--- src/rtl/wavegen_cmd_ctrl_if.sv ---
// Byte stream from the SPI receiver into the waveform command decoder.
interface wavegen_cmd_ctrl_if;
    logic [7:0] command;
    logic       command_signal;

    modport master (output command, output command_signal);
    modport slave  (input  command, input  command_signal);
endinterface

--- src/rtl/wavegen_cmd_ctrl.sv ---
// Decodes 1..3 byte SPI commands into waveform generator configuration registers,
// with an inter-byte timeout that aborts a stalled multi-byte command.
module wavegen_cmd_ctrl #(
    parameter int unsigned TIMEOUT_CYCLES = 50000
) (
    input  logic                clk,
    input  logic                reset,
    wavegen_cmd_ctrl_if.slave   cmd,
    output logic [1:0]          wave_sel,
    output logic [15:0]         freq_word,
    output logic [7:0]          amplitude,
    output logic                enable,
    output logic                cfg_update,
    output logic                cmd_error,
    output logic                busy
);

    localparam int unsigned CntW = (TIMEOUT_CYCLES > 1) ? $clog2(TIMEOUT_CYCLES) : 1;

    typedef enum logic [1:0] {StIdle, StGetB1, StGetB2} state_e;

    state_e          state_q, state_d;
    logic [CntW-1:0] cnt_q, cnt_d;
    logic            is_freq_q, is_freq_d;
    logic [7:0]      freq_hi_q, freq_hi_d;
    logic [1:0]      wave_sel_q, wave_sel_d;
    logic [15:0]     freq_word_q, freq_word_d;
    logic [7:0]      amplitude_q, amplitude_d;
    logic            enable_q, enable_d;
    logic            cfg_update_q, cfg_update_d;
    logic            cmd_error_q, cmd_error_d;
    logic            timeout;

    assign timeout = (cnt_q == CntW'(TIMEOUT_CYCLES - 1));

    always_comb begin
        state_d      = state_q;
        cnt_d        = cnt_q;
        is_freq_d    = is_freq_q;
        freq_hi_d    = freq_hi_q;
        wave_sel_d   = wave_sel_q;
        freq_word_d  = freq_word_q;
        amplitude_d  = amplitude_q;
        enable_d     = enable_q;
        cfg_update_d = 1'b0;
        cmd_error_d  = 1'b0;

        unique case (state_q)
            StIdle: begin
                cnt_d = '0;
                if (cmd.command_signal) begin
                    unique case (cmd.command[7:4])
                        4'h0: ;
                        4'h1: begin
                            wave_sel_d   = cmd.command[1:0];
                            cfg_update_d = 1'b1;
                        end
                        4'h2: begin
                            state_d   = StGetB1;
                            is_freq_d = 1'b1;
                        end
                        4'h3: begin
                            state_d   = StGetB1;
                            is_freq_d = 1'b0;
                        end
                        4'h4: begin
                            enable_d     = cmd.command[0];
                            cfg_update_d = 1'b1;
                        end
                        default: cmd_error_d = 1'b1;
                    endcase
                end
            end
            StGetB1, StGetB2: begin
                if (cmd.command_signal) begin
                    cnt_d = '0;
                    if (state_q == StGetB2) begin
                        freq_word_d  = {freq_hi_q, cmd.command};
                        cfg_update_d = 1'b1;
                        state_d      = StIdle;
                    end else if (is_freq_q) begin
                        // High byte waits in the shadow so freq_word only ever changes whole.
                        freq_hi_d = cmd.command;
                        state_d   = StGetB2;
                    end else begin
                        amplitude_d  = cmd.command;
                        cfg_update_d = 1'b1;
                        state_d      = StIdle;
                    end
                end else if (timeout) begin
                    state_d     = StIdle;
                    cnt_d       = '0;
                    freq_hi_d   = '0;
                    cmd_error_d = 1'b1;
                end else begin
                    cnt_d = cnt_q + CntW'(1);
                end
            end
            default: state_d = StIdle;
        endcase
    end

    always_ff @(posedge clk) begin
        if (reset) begin
            state_q      <= StIdle;
            cnt_q        <= '0;
            is_freq_q    <= 1'b0;
            freq_hi_q    <= '0;
            wave_sel_q   <= 2'd0;
            freq_word_q  <= 16'h0000;
            amplitude_q  <= 8'h80;
            enable_q     <= 1'b0;
            cfg_update_q <= 1'b0;
            cmd_error_q  <= 1'b0;
        end else begin
            state_q      <= state_d;
            cnt_q        <= cnt_d;
            is_freq_q    <= is_freq_d;
            freq_hi_q    <= freq_hi_d;
            wave_sel_q   <= wave_sel_d;
            freq_word_q  <= freq_word_d;
            amplitude_q  <= amplitude_d;
            enable_q     <= enable_d;
            cfg_update_q <= cfg_update_d;
            cmd_error_q  <= cmd_error_d;
        end
    end

    assign wave_sel   = wave_sel_q;
    assign freq_word  = freq_word_q;
    assign amplitude  = amplitude_q;
    assign enable     = enable_q;
    assign cfg_update = cfg_update_q;
    assign cmd_error  = cmd_error_q;
    assign busy       = (state_q != StIdle);

endmodule

--- src/flat_wrapper.sv ---
// flat-port wrapper written by rule: the top's interface ports become plain ports
module wavegen_cmd_ctrl_flat 
#(
    parameter int unsigned TIMEOUT_CYCLES = 50000
)
  (clk, reset, wave_sel, freq_word, amplitude, enable, cfg_update, cmd_error, busy, cmd_command, cmd_command_signal);
  wavegen_cmd_ctrl_if cmd_i ();
  input  logic clk;
  input  logic reset;
  output logic [1:0] wave_sel;
  output logic [15:0] freq_word;
  output logic [7:0] amplitude;
  output logic enable;
  output logic cfg_update;
  output logic cmd_error;
  output logic busy;
  input wire logic [$bits(cmd_i.command)-1:0] cmd_command;
  input wire logic [$bits(cmd_i.command_signal)-1:0] cmd_command_signal;
  assign cmd_i.command = cmd_command;
  assign cmd_i.command_signal = cmd_command_signal;
  wavegen_cmd_ctrl #(.TIMEOUT_CYCLES(TIMEOUT_CYCLES)) u_core (.clk(clk), .reset(reset), .cmd(cmd_i), .wave_sel(wave_sel), .freq_word(freq_word), .amplitude(amplitude), .enable(enable), .cfg_update(cfg_update), .cmd_error(cmd_error), .busy(busy));
endmodule
--- config.mk ---
export PLATFORM = sky130hd
export DESIGN_NAME = wavegen_cmd_ctrl_flat
export DESIGN_NICKNAME = d
export VERILOG_FILES = /design/src/rtl/wavegen_cmd_ctrl_if.sv /design/src/rtl/wavegen_cmd_ctrl.sv /design/src/flat_wrapper.sv
export SDC_FILE = /design/constraint.sdc
export NUM_CORES = 1
export LEC_CHECK = 0
export CORE_MARGIN = 4
export CORE_UTILIZATION = 36
export DETAILED_ROUTE_END_ITERATION = 7
export GPL_TIMING_DRIVEN = 0
export SYNTH_ARGS = -nofsm -noshare
export SYNTH_HDL_FRONTEND = slang
export SYNTH_SLANG_ARGS = --single-unit
--- constraint.sdc ---
create_clock -name clk -period 2.95 [get_ports clk]
set_input_delay 0.885 -clock clk [delete_from_list [all_inputs] [get_ports clk]]
set_output_delay 0.885 -clock clk [all_outputs]
set_load 0.01 [all_outputs]
==> impl_metrics.csv, run 1 <==
group,metric,value,unit
worst_setup_path,cp_required,2.07,ns
power,power.switching_fraction,0.243,
synthesis,netlist_top_cells_count,"sky130_fd_sc_hd__dfxtp_1, sky130_fd_sc_hd__nand2_1, sky130_fd_sc_hd__a21oi_1",
timing,worst_slack,0.351,ns
timing,fin_crit,2.60,ns
layout,drive_above_1_share,0.0368,
global_route,grtUsageMet3,0.0261,
synthesis,synthesis.area,2340,um2
power,cellPowerDensity,434,nW/um2
timing,report.final.slew_viol_count,0,
timing,final-hold-violation-count,0,
power,p_clk_frac,0.346,
timing,worst_tran_pin_value,0.830,ns
synthesis,synth_cell_types,36,
clocking,post-cts-setup-buffers,0,
synthesis,ys_seq_area_frac,0.478,
timing,finalClockSkew,0.0117,ns
synthesis,syn_avg_cell_area,8.43,um2
layout,area_growth_syn_to_layout,25.3,%
timing,worst_hold_slack,0.458,ns
power,power_frac_seq,0.598,
place,place.gp.congestion,0.830,
worst_setup_path,worst-r2r-cell-count,5,
synthesis,synth_enable_flop_cells,0,
floorplan,die_width,88.7,um
floorplan,rows,29,
timing,report.final.setup_viol,0,
timing,maxClockFrequency,385,MHz
global_route,grt_pass1_vias,1887,
power,power_frac_comb,0.056,
drt,postRouteAntennaNets,0,
worst_setup_path,regToRegStartpoint,"u_core.cnt_q[10]",
drt,drc,0,
clocking,cts_hold_buffers,0,
place,portBuffers,40,
global_route,grt_max_usage_layer,"met1",
worst_setup_path,reg2reg_setup_slack,0.66,ns
clocking,post_cts_resized,0,
drt,route.detailed.vias_per_inst,5.05,
global_route,globalRouteMet1Util,0.216,
clocking,clockBufferDepth,2,
drt,detailroute.via_count,2035,
worst_setup_path,critical_path.reg2reg.endpoint,"u_core.freq_hi_q[0]",
floorplan,ioPinCount,41,
synthesis,synth.yosys.warnings,0,
synthesis,synth_nets,294,
global_route,grt_max_degree,20,
layout,finish.instance_area,2940,um2
worst_setup_path,setup.worst_path.end_class,"primary output",
place,dpl-instance-area,2840,um2
worst_setup_path,path_class,"reg -> out",
clocking,clock_latency_reported_for_the_late_side_of_the_worst_skew_pair,0.31,ns
hold_path,worstHoldPathType,"reg -> reg",
drt,drt_pre_antenna_iters,4,
clocking,clk_pin_slew_worst_paths,0.10,ns
synthesis,async_reset_ff_frac,0,
worst_setup_path,cp-start-kind,"flop",
synthesis,synthFlopType,"sky130_fd_sc_hd__dfxtp_1",
floorplan,placeableCoreArea,6350,um2
floorplan,die_area,7870,um2
power,total_power,1.27,mW
layout,n_antenna_cell,0,
clocking,htree_levels,2,
clocking,tritoncts,"yes",
global_route,grt_util_met2,0.207,
timing,final_min_period_over_clock_period,0.881,
worst_setup_path,critical_path_at,1.71,ns
layout,nNetsFinal,341,
floorplan,initial_core_util,0.369,
power,p_switching,309,uW
synthesis,postSynthRegisterBits,56,
drt,drt_wl_total,5370,um
timing,unrepaired_setup_endpoints_after_global_routing,"no",
clocking,cts.root.buffer_cell,"sky130_fd_sc_hd__clkbuf_8",
drt,wl_per_cell,13.3,um
power,p_int,965,uW
place,detailed_place_hpwl,3960,um
global_route,gr-total-overflow,0,
worst_setup_path,endpoint,"busy",
drt,detail_route.iter0.violations,149,
synthesis,yosys.area.top_type,"sky130_fd_sc_hd__dfxtp_1",
power,leakage_power_total,0.964,nW
synthesis,synth_top_area_share,0.478,
clocking,clk_sink_count,56,
global_route,global_route_wire_length_before_repair,9000,um
clocking,cts_made_buffers,5,
worst_setup_path,path_max_fanout,4,
status,run_status,"complete, no violations",
global_route,globalRouteTotalUtil,0.144,
timing,timing.max_slew.rel_slack,0.443,
global_route,grt_antenna_before_repair,0,
floorplan,die_height,88.7,um
synthesis,synth_cells,278,
timing,timing.setup.tns,0,ns
synthesis,synth_top_cells_by_area,"sky130_fd_sc_hd__dfxtp_1, sky130_fd_sc_hd__nand2_1, sky130_fd_sc_hd__a21oi_1, sky130_fd_sc_hd__xnor2_1, sky130_fd_sc_hd__nor2_1",
power,vdd_ir_drop_max,0.000236,V
job,maxCapViolCount,0,
worst_setup_path,launching_instance_or_port_of_the_critical_path,"u_core.state_q[0]",
place,place_worst_setup_slack,0.145,ns
[cell type report]
class / instances / area, um2
plain buffers: 11 / 42.5
clock buffers: 5 / 68.8
clock inverters: 3 / 27.5
fillers: 633 / 3410
inverters: 13 / 48.8
multi-input cells: 198 / 1130
flip-flops and latches: 56 / 1120
well taps: 77 / 96.3
repair buffers: 40 / 400
[stage by stage]
stage | std cells | util
2_1_floorplan | 278 | -
3_3_place_gp | 395 | 0.447
3_5_place_dp | 395 | 0.447
4_1_cts | 403 | 0.463
5_1_grt | 403 | 0.463
6_report | 403 | 0.463
[state kept, by name, indices dropped and copies added, names as in the netlist]
name,cells
u_core.is_freq_q,1
u_core.amplitude,8
u_core.state_q,2
u_core.cfg_update,1
u_core.freq_word,16
u_core.cnt_q,16
u_core.freq_hi_q,8
u_core.enable,1
u_core.wave_sel,2
u_core.cmd_error,1
[kinds of logic (layout without fill, tap and decap cells)]
group,Yosys count,count (layout),synth area share
DFF,56,56,0.478
and+or+nand+nor,124,124,0.252
buffers and inverters,24,72,0.0390
muxes,5,5,0.0213
AOI/OAI and AO/OA,55,55,0.149
adders and majority gates,5,5,0.0267
xor gates and xnor gates,9,9,0.0336
[routing by layer]
layer / wire (um) / up-vias / part of all wire
li1: - / 1059 / -
met1: 2880 / 930 / 0.54
met2: 2210 / 42 / 0.41
met3: 239 / 4 / 0.044
met4: 48 / 0 / 0.0089
met5: 0 / - / 0
[cells in the final DEF, fill, tap and decap left out, types with 2 or more instances in the layout]
cell type / n
sky130_fd_sc_hd__nand2_1: 56
sky130_fd_sc_hd__dfxtp_1: 56
sky130_fd_sc_hd__clkdlybuf4s50_1: 40
sky130_fd_sc_hd__a21oi_1: 31
sky130_fd_sc_hd__nor2_1: 20
sky130_fd_sc_hd__inv_1: 13
sky130_fd_sc_hd__nand3_1: 9
sky130_fd_sc_hd__xnor2_1: 9
sky130_fd_sc_hd__a22o_1: 8
sky130_fd_sc_hd__clkbuf_1: 7
sky130_fd_sc_hd__nor3_1: 6
sky130_fd_sc_hd__or3_1: 6
sky130_fd_sc_hd__nor4_1: 6
sky130_fd_sc_hd__mux2i_1: 5
sky130_fd_sc_hd__ha_1: 5
sky130_fd_sc_hd__clkbuf_8: 5
sky130_fd_sc_hd__nand4b_1: 4
sky130_fd_sc_hd__o21ai_0: 4
sky130_fd_sc_hd__nand4_1: 4
sky130_fd_sc_hd__or4_1: 3
sky130_fd_sc_hd__buf_1: 3
sky130_fd_sc_hd__a211oi_1: 2
sky130_fd_sc_hd__nand2b_1: 2
sky130_fd_sc_hd__a31oi_1: 2
sky130_fd_sc_hd__nor2b_1: 2
sky130_fd_sc_hd__o22ai_1: 2
sky130_fd_sc_hd__nor4b_1: 2
[power groups by stage]
| stage | clock, mW | combinational (mW) | sequential [mW] |
|---|---|---|---|
| floorplan | 0 | 0.0300 | 0.781 |
| global placement | 0 | 0.0723 | 0.780 |
| detailed placement | 0 | 0.0715 | 0.780 |
| CTS | 0.454 | 0.0718 | 0.763 |
| global route | 0.495 | 0.0786 | 0.763 |
| finish | 0.440 | 0.0715 | 0.762 |
[worst min path at each step]
stage          slack, ns              endpoint                  from  cells past startpoint
2_1_floorplan       0.43  u_core.freq_word[10]   u_core.freq_hi_q[2]                      2
3_3_place_gp        0.44   u_core.amplitude[6]   u_core.amplitude[6]                      2
3_5_place_dp        0.45  u_core.freq_word[10]  u_core.freq_word[10]                      2
4_1_cts             0.46  u_core.freq_word[10]  u_core.freq_word[10]                      2
5_1_grt             0.48   u_core.freq_word[0]   u_core.freq_word[0]                      2
6_report            0.46   u_core.amplitude[6]   u_core.amplitude[6]                      2
[worst max-delay path: stages, from the launching register on]
cell and delay [ns]:
sky130_fd_sc_hd__dfxtp_1 0.40, sky130_fd_sc_hd__inv_1 0.08, sky130_fd_sc_hd__ha_1 0.25, sky130_fd_sc_hd__inv_1 0.12, sky130_fd_sc_hd__clkdlybuf4s50_1 0.55
No activity file was read; power rests on OpenSTA's default activity.
==> run 2, diff against run 1 <==
--- a/config.mk
+++ b/config.mk
@@ -6,7 +6,7 @@
 export NUM_CORES = 1
 export LEC_CHECK = 0
 export CORE_MARGIN = 4
-export CORE_UTILIZATION = 36
+export CORE_UTILIZATION = 24
 export DETAILED_ROUTE_END_ITERATION = 7
 export GPL_TIMING_DRIVEN = 0
 export SYNTH_ARGS = -nofsm -noshare
==> run 2 against run 1 <==
Against the previous run: non-clock buffer count stayed put; first-iteration DRC count is 23% higher; combinational power is 2% higher; clock power is 2% higher; global-route usage is 3.9 points lower; flip-flop and latch count stayed put; setup slack worse by 0.016 ns; register-to-register slack worse by 0.03 ns.
==> impl_metrics.csv, run 2 (synthesized netlist as in run 1, its figures left out) <==
group,metric,value,unit
status,run_status,"complete, no violations",
floorplan,rows,35,
drt,drt_pre_antenna_iters,4,
global_route,globalRouteTotalUtil,0.105,
power,cellPowerDensity,427,nW/um2
layout,finalNonFillerCells,455,
timing,timing.max_slew.rel_slack,0.532,
layout,n_antenna_cell,0,
worst_setup_path,worst-path-buf-inv,3,
place,place_worst_setup_slack,0.0525,ns
clocking,cts.root.buffer_cell,"sky130_fd_sc_hd__clkbuf_8",
worst_setup_path,critPathMostFrequentCell,"sky130_fd_sc_hd__inv_1",
clocking,cts_made_buffers,5,
clocking,tritoncts,"yes",
worst_setup_path,critical_path.top_delay_family,"buffers and inverters",
global_route,grt_max_degree,20,
timing,report.final.setup_viol,0,
layout,finish.utilization,0.320,
clocking,clock_latency_reported_for_the_late_side_of_the_worst_skew_pair,0.32,ns
clocking,post-cts-setup-buffers,0,
place,detailed_place_hpwl,4290,um
floorplan,die_area,11400,um2
worst_setup_path,timing.critical_path.slowest_stage_cell,"sky130_fd_sc_hd__clkdlybuf4s50_1",
layout,drive_above_1_share,0.0368,
floorplan,initial_core_util,0.250,
layout,area_growth_syn_to_layout,28.1,%
worst_setup_path,timing.critical_path.slowest_cell_delay,0.56,ns
clocking,post_cts_resized,0,
power,leakage_power_total,0.964,nW
layout,nNetsFinal,341,
timing,maxClockFrequency,383,MHz
place,place.gp.congestion,0.822,
timing,final_min_period_over_clock_period,0.886,
drt,drc,0,
place,portBuffers,40,
clocking,clk_pin_slew_worst_paths,0.11,ns
drt,drt_wl_total,5760,um
layout,finish.instance_area,3000,um2
clocking,cts_hold_buffers,0,
global_route,grt_antenna_before_repair,0,
worst_setup_path,cp-start-kind,"flop",
place,dpl-instance-area,2910,um2
power,total_power,1.28,mW
floorplan,placeableCoreArea,9370,um2
worst_setup_path,setup.worst_path.end_class,"primary output",
worst_setup_path,critical_path_at,1.73,ns
layout,layout_common_cells,"sky130_fd_sc_hd__nand2_1, sky130_fd_sc_hd__dfxtp_1, sky130_fd_sc_hd__clkdlybuf4s50_1",
place,post-place-cells,447,
global_route,global_route_wire_length_before_repair,9620,um
clocking,clockBufferDepth,2,
timing,unrepaired_setup_endpoints_after_global_routing,"no",
timing,finalClockSkew,0.0120,ns
worst_setup_path,critical_path.cell_chain,"inv_1 -> ha_1 -> inv_1 -> clkdlybuf4s50_1",
drt,route.detailed.vias_per_inst,4.51,
timing,fin_crit,2.61,ns
global_route,grt_pass1_vias,2000,
timing,timing.setup.tns,0,ns
drt,postRouteAntennaNets,0,
job,maxCapViolCount,0,
clocking,clk_sink_count,56,
worst_setup_path,path_class,"reg -> out",
timing,worst_slack,0.336,ns
timing,final-hold-violation-count,0,
power,vdd_ir_drop_max,0.000240,V
drt,detailroute.via_count,2050,
drt,detail_route.iter0.violations,184,
timing,worst_hold_slack,0.462,ns
global_route,gr-total-overflow,0,
floorplan,die_height,107,um
hold_path,worstHoldPathType,"reg -> reg",
drt,wl_per_cell,12.7,um
worst_setup_path,path_max_fanout,4,
timing,report.final.slew_viol_count,0,
floorplan,die_width,107,um
timing,worst_tran_pin_value,0.696,ns
clocking,htree_levels,2,
floorplan,ioPinCount,41,
worst_setup_path,cp_required,2.07,ns
run 2: worst paths after layout:
kind                             start  depth (start not counted)              endpoint  slack [ns]
setup / recovery     u_core.state_q[0]                          4                  busy        0.34
hold reg to reg   u_core.freq_word[11]                          2  u_core.freq_word[11]        0.46
hold / removal    u_core.freq_word[11]                          2  u_core.freq_word[11]        0.46
setup reg to reg      u_core.cnt_q[10]                          5   u_core.freq_hi_q[3]        0.63
run 2: report_power, final:
group,total [mW],switching (mW),internal (mW)
sequential,0.763,0.00269,0.760
combinational,0.0727,0.0428,0.0299
clock,0.447,0.272,0.175
run 2: area by class of cell:
type / count / area, um2
tap: 129 / 161
sequential: 56 / 1120
fill: 1030 / 6370
clock inverter: 3 / 27.5
clock buffer: 5 / 68.8
buffer: 11 / 42.5
inverter: 13 / 48.8
multi-input combinational: 198 / 1130
timing repair buffer: 40 / 400
run 2: worst register-to-register path, cell delays in order, from the launching register on:
cell and delay [ns]:
sky130_fd_sc_hd__dfxtp_1 0.36, sky130_fd_sc_hd__or4_1 0.55, sky130_fd_sc_hd__or4_1 0.53, sky130_fd_sc_hd__buf_2 0.18, sky130_fd_sc_hd__o311a_4 0.37, sky130_fd_sc_hd__a22o_1 0.24
run 2: routing by layer:
metal,routed length (um),global-route usage
met1,2790,0.137
met2,2590,0.164
met3,279,0.0295
met4,99,0.0402
met5,0,0
==> run 3, diff against run 2 <==
--- a/config.mk
+++ b/config.mk
@@ -9,6 +9,7 @@
 export CORE_UTILIZATION = 24
 export DETAILED_ROUTE_END_ITERATION = 7
 export GPL_TIMING_DRIVEN = 0
+export RECOVER_POWER = 50
 export SYNTH_ARGS = -nofsm -noshare
 export SYNTH_HDL_FRONTEND = slang
 export SYNTH_SLANG_ARGS = --single-unit
==> run 3 against run 2 <==
Against the previous run: die area is the same; total power shrank 0.17%; final area did not move; flip-flop and latch count stayed put; non-clock buffer count did not move; clock power hardly changed; worst hold slack worse by 0.0030 ns; largest cell class unchanged.
==> impl_metrics.csv, run 3 (synthesized netlist as in run 1, its figures left out) <==
group,metric,value,unit
worst_setup_path,timing.critical_path.slowest_stage_cell,"sky130_fd_sc_hd__dlygate4sd3_1",
floorplan,die_area,11400,um2
timing,report.final.slew_viol_count,0,
global_route,grt_antenna_before_repair,0,
clocking,clk_sink_count,56,
global_route,grt_pass1_vias,2000,
clocking,htree_levels,2,
floorplan,die_height,107,um
layout,layout_common_cells,"sky130_fd_sc_hd__nand2_1, sky130_fd_sc_hd__dfxtp_1, sky130_fd_sc_hd__dlygate4sd3_1",
layout,n_antenna_cell,0,
layout,finish.utilization,0.320,
place,place.gp.congestion,0.822,
clocking,clk_pin_slew_worst_paths,0.11,ns
timing,finalClockSkew,0.0119,ns
worst_setup_path,cp_required,3.18,ns
place,portBuffers,40,
drt,wl_per_cell,12.7,um
timing,maxClockFrequency,376,MHz
worst_setup_path,worst-path-buf-inv,2,
global_route,globalRouteTotalUtil,0.105,
timing,timing.setup.tns,0,ns
clocking,clock_latency_reported_for_the_late_side_of_the_worst_skew_pair,0.32,ns
clocking,post_cts_resized,0,
place,detailed_place_hpwl,4290,um
timing,unrepaired_setup_endpoints_after_global_routing,"no",
floorplan,ioPinCount,41,
worst_setup_path,cp-start-kind,"primary input",
worst_setup_path,setup.worst_path.end_class,"flop",
drt,drc,0,
global_route,global_route_wire_length_before_repair,9620,um
status,run_status,"complete, no violations",
drt,detail_route.iter0.violations,218,
clocking,cts_hold_buffers,0,
layout,fillerInstances,1030,
clocking,tritoncts,"yes",
clocking,clockBufferDepth,2,
timing,report.final.setup_viol,0,
timing,fin_crit,2.66,ns
power,cellPowerDensity,426,nW/um2
drt,postRouteAntennaNets,0,
timing,final-hold-violation-count,0,
drt,detailroute.via_count,2050,
hold_path,worstHoldPathType,"reg -> reg",
timing,worst_tran_pin_value,0.696,ns
drt,drt_pre_antenna_iters,4,
clocking,cts.root.buffer_cell,"sky130_fd_sc_hd__clkbuf_8",
power,vdd_ir_drop_max,0.000239,V
timing,timing.max_slew.rel_slack,0.533,
job,maxCapViolCount,0,
floorplan,initial_core_util,0.250,
worst_setup_path,critical_path.top_delay_family,"buffers and inverters",
clocking,post-cts-setup-buffers,0,
drt,drt_wl_total,5770,um
worst_setup_path,timing.critical_path.slowest_cell_delay,0.63,ns
floorplan,placeableCoreArea,9370,um2
power,leakage_power_total,1.06,nW
layout,area_growth_syn_to_layout,28.1,%
worst_setup_path,critical_path.cell_chain,"dlygate4sd3_1 -> clkbuf_1 -> nand2_1 -> nor4b_1 -> nor2_1 -> a211oi_1",
drt,route.detailed.vias_per_inst,4.51,
timing,final_min_period_over_clock_period,0.900,
worst_setup_path,path_class,"in -> reg",
floorplan,die_width,107,um
worst_setup_path,critical_path_at,2.89,ns
clocking,cts_made_buffers,5,
worst_setup_path,path_max_fanout,10,
global_route,grt_max_degree,20,
layout,nNetsFinal,341,
floorplan,rows,35,
layout,drive_above_1_share,0.0368,
global_route,gr-total-overflow,0,
==> run 3: cell types whose count changed in the layout (fill, tap and decap cells not counted), sizes merged <==
| cell | delta |
|---|---|
| buf | -2 |
| clkdlybuf4s50 | -32 |
| clkbuf | +2 |
| dlygate4sd3 | +32 |
==> run 3: worst paths after layout <==
kind                   startpoint              endpoint  slack [ns]  depth (start not counted)
min          u_core.freq_word[11]  u_core.freq_word[11]        0.46                          2
min reg2reg  u_core.freq_word[11]  u_core.freq_word[11]        0.46                          2
max            cmd_command_signal     u_core.state_q[0]        0.29                          6
max reg2reg      u_core.cnt_q[10]   u_core.freq_hi_q[3]        0.62                          5
==> run 3: cell type report <==
cell class                 instances  area, um2  area share
inverter                          13       48.8      0.0162
multi-input combinational        198       1130       0.377
clock buffer                       5       68.8      0.0229
tap                              129        161      0.0538
timing repair buffer              40        400       0.133
clock inverter                     3       27.5     0.00917
sequential                        56       1120       0.373
buffer                            11       42.5      0.0142
==> run 3: stage by stage <==
stage	setup WS [ns]	area, um2	power (mW)	instances	hold slack [ns]
after global routing	0.179	3000	1.33	455	0.486
after CTS	0.303	3000	1.30	455	0.466
final	0.294	3000	1.28	455	0.459
after global placement	0.0422	2910	0.852	447	0.445
after floorplan	0.768	2340	0.811	278	0.432
after detailed placement	0.0525	2910	0.853	447	0.450
==> run 3: where the power goes <==
part / internal, mW / switching (mW)
Sequential: 0.760 / 0.00262
Combinational: 0.0280 / 0.0428
Clock: 0.175 / 0.272
==> run 3: layer usage <==
metal	vias up	track usage	part of all wire
met5	-	0	0
met4	0	0.0402	0.017
met3	6	0.0295	0.047
met2	40	0.164	0.45
met1	940	0.137	0.49
li1	1064	-	-
==> run 3: worst reg2reg max path, cell delays in order, from the launching register on <==
cell	delay [ns]
sky130_fd_sc_hd__dfxtp_1	0.36
sky130_fd_sc_hd__or4_1	0.55
sky130_fd_sc_hd__or4_1	0.53
sky130_fd_sc_hd__buf_2	0.18
sky130_fd_sc_hd__o311a_4	0.37
sky130_fd_sc_hd__a22o_1	0.24
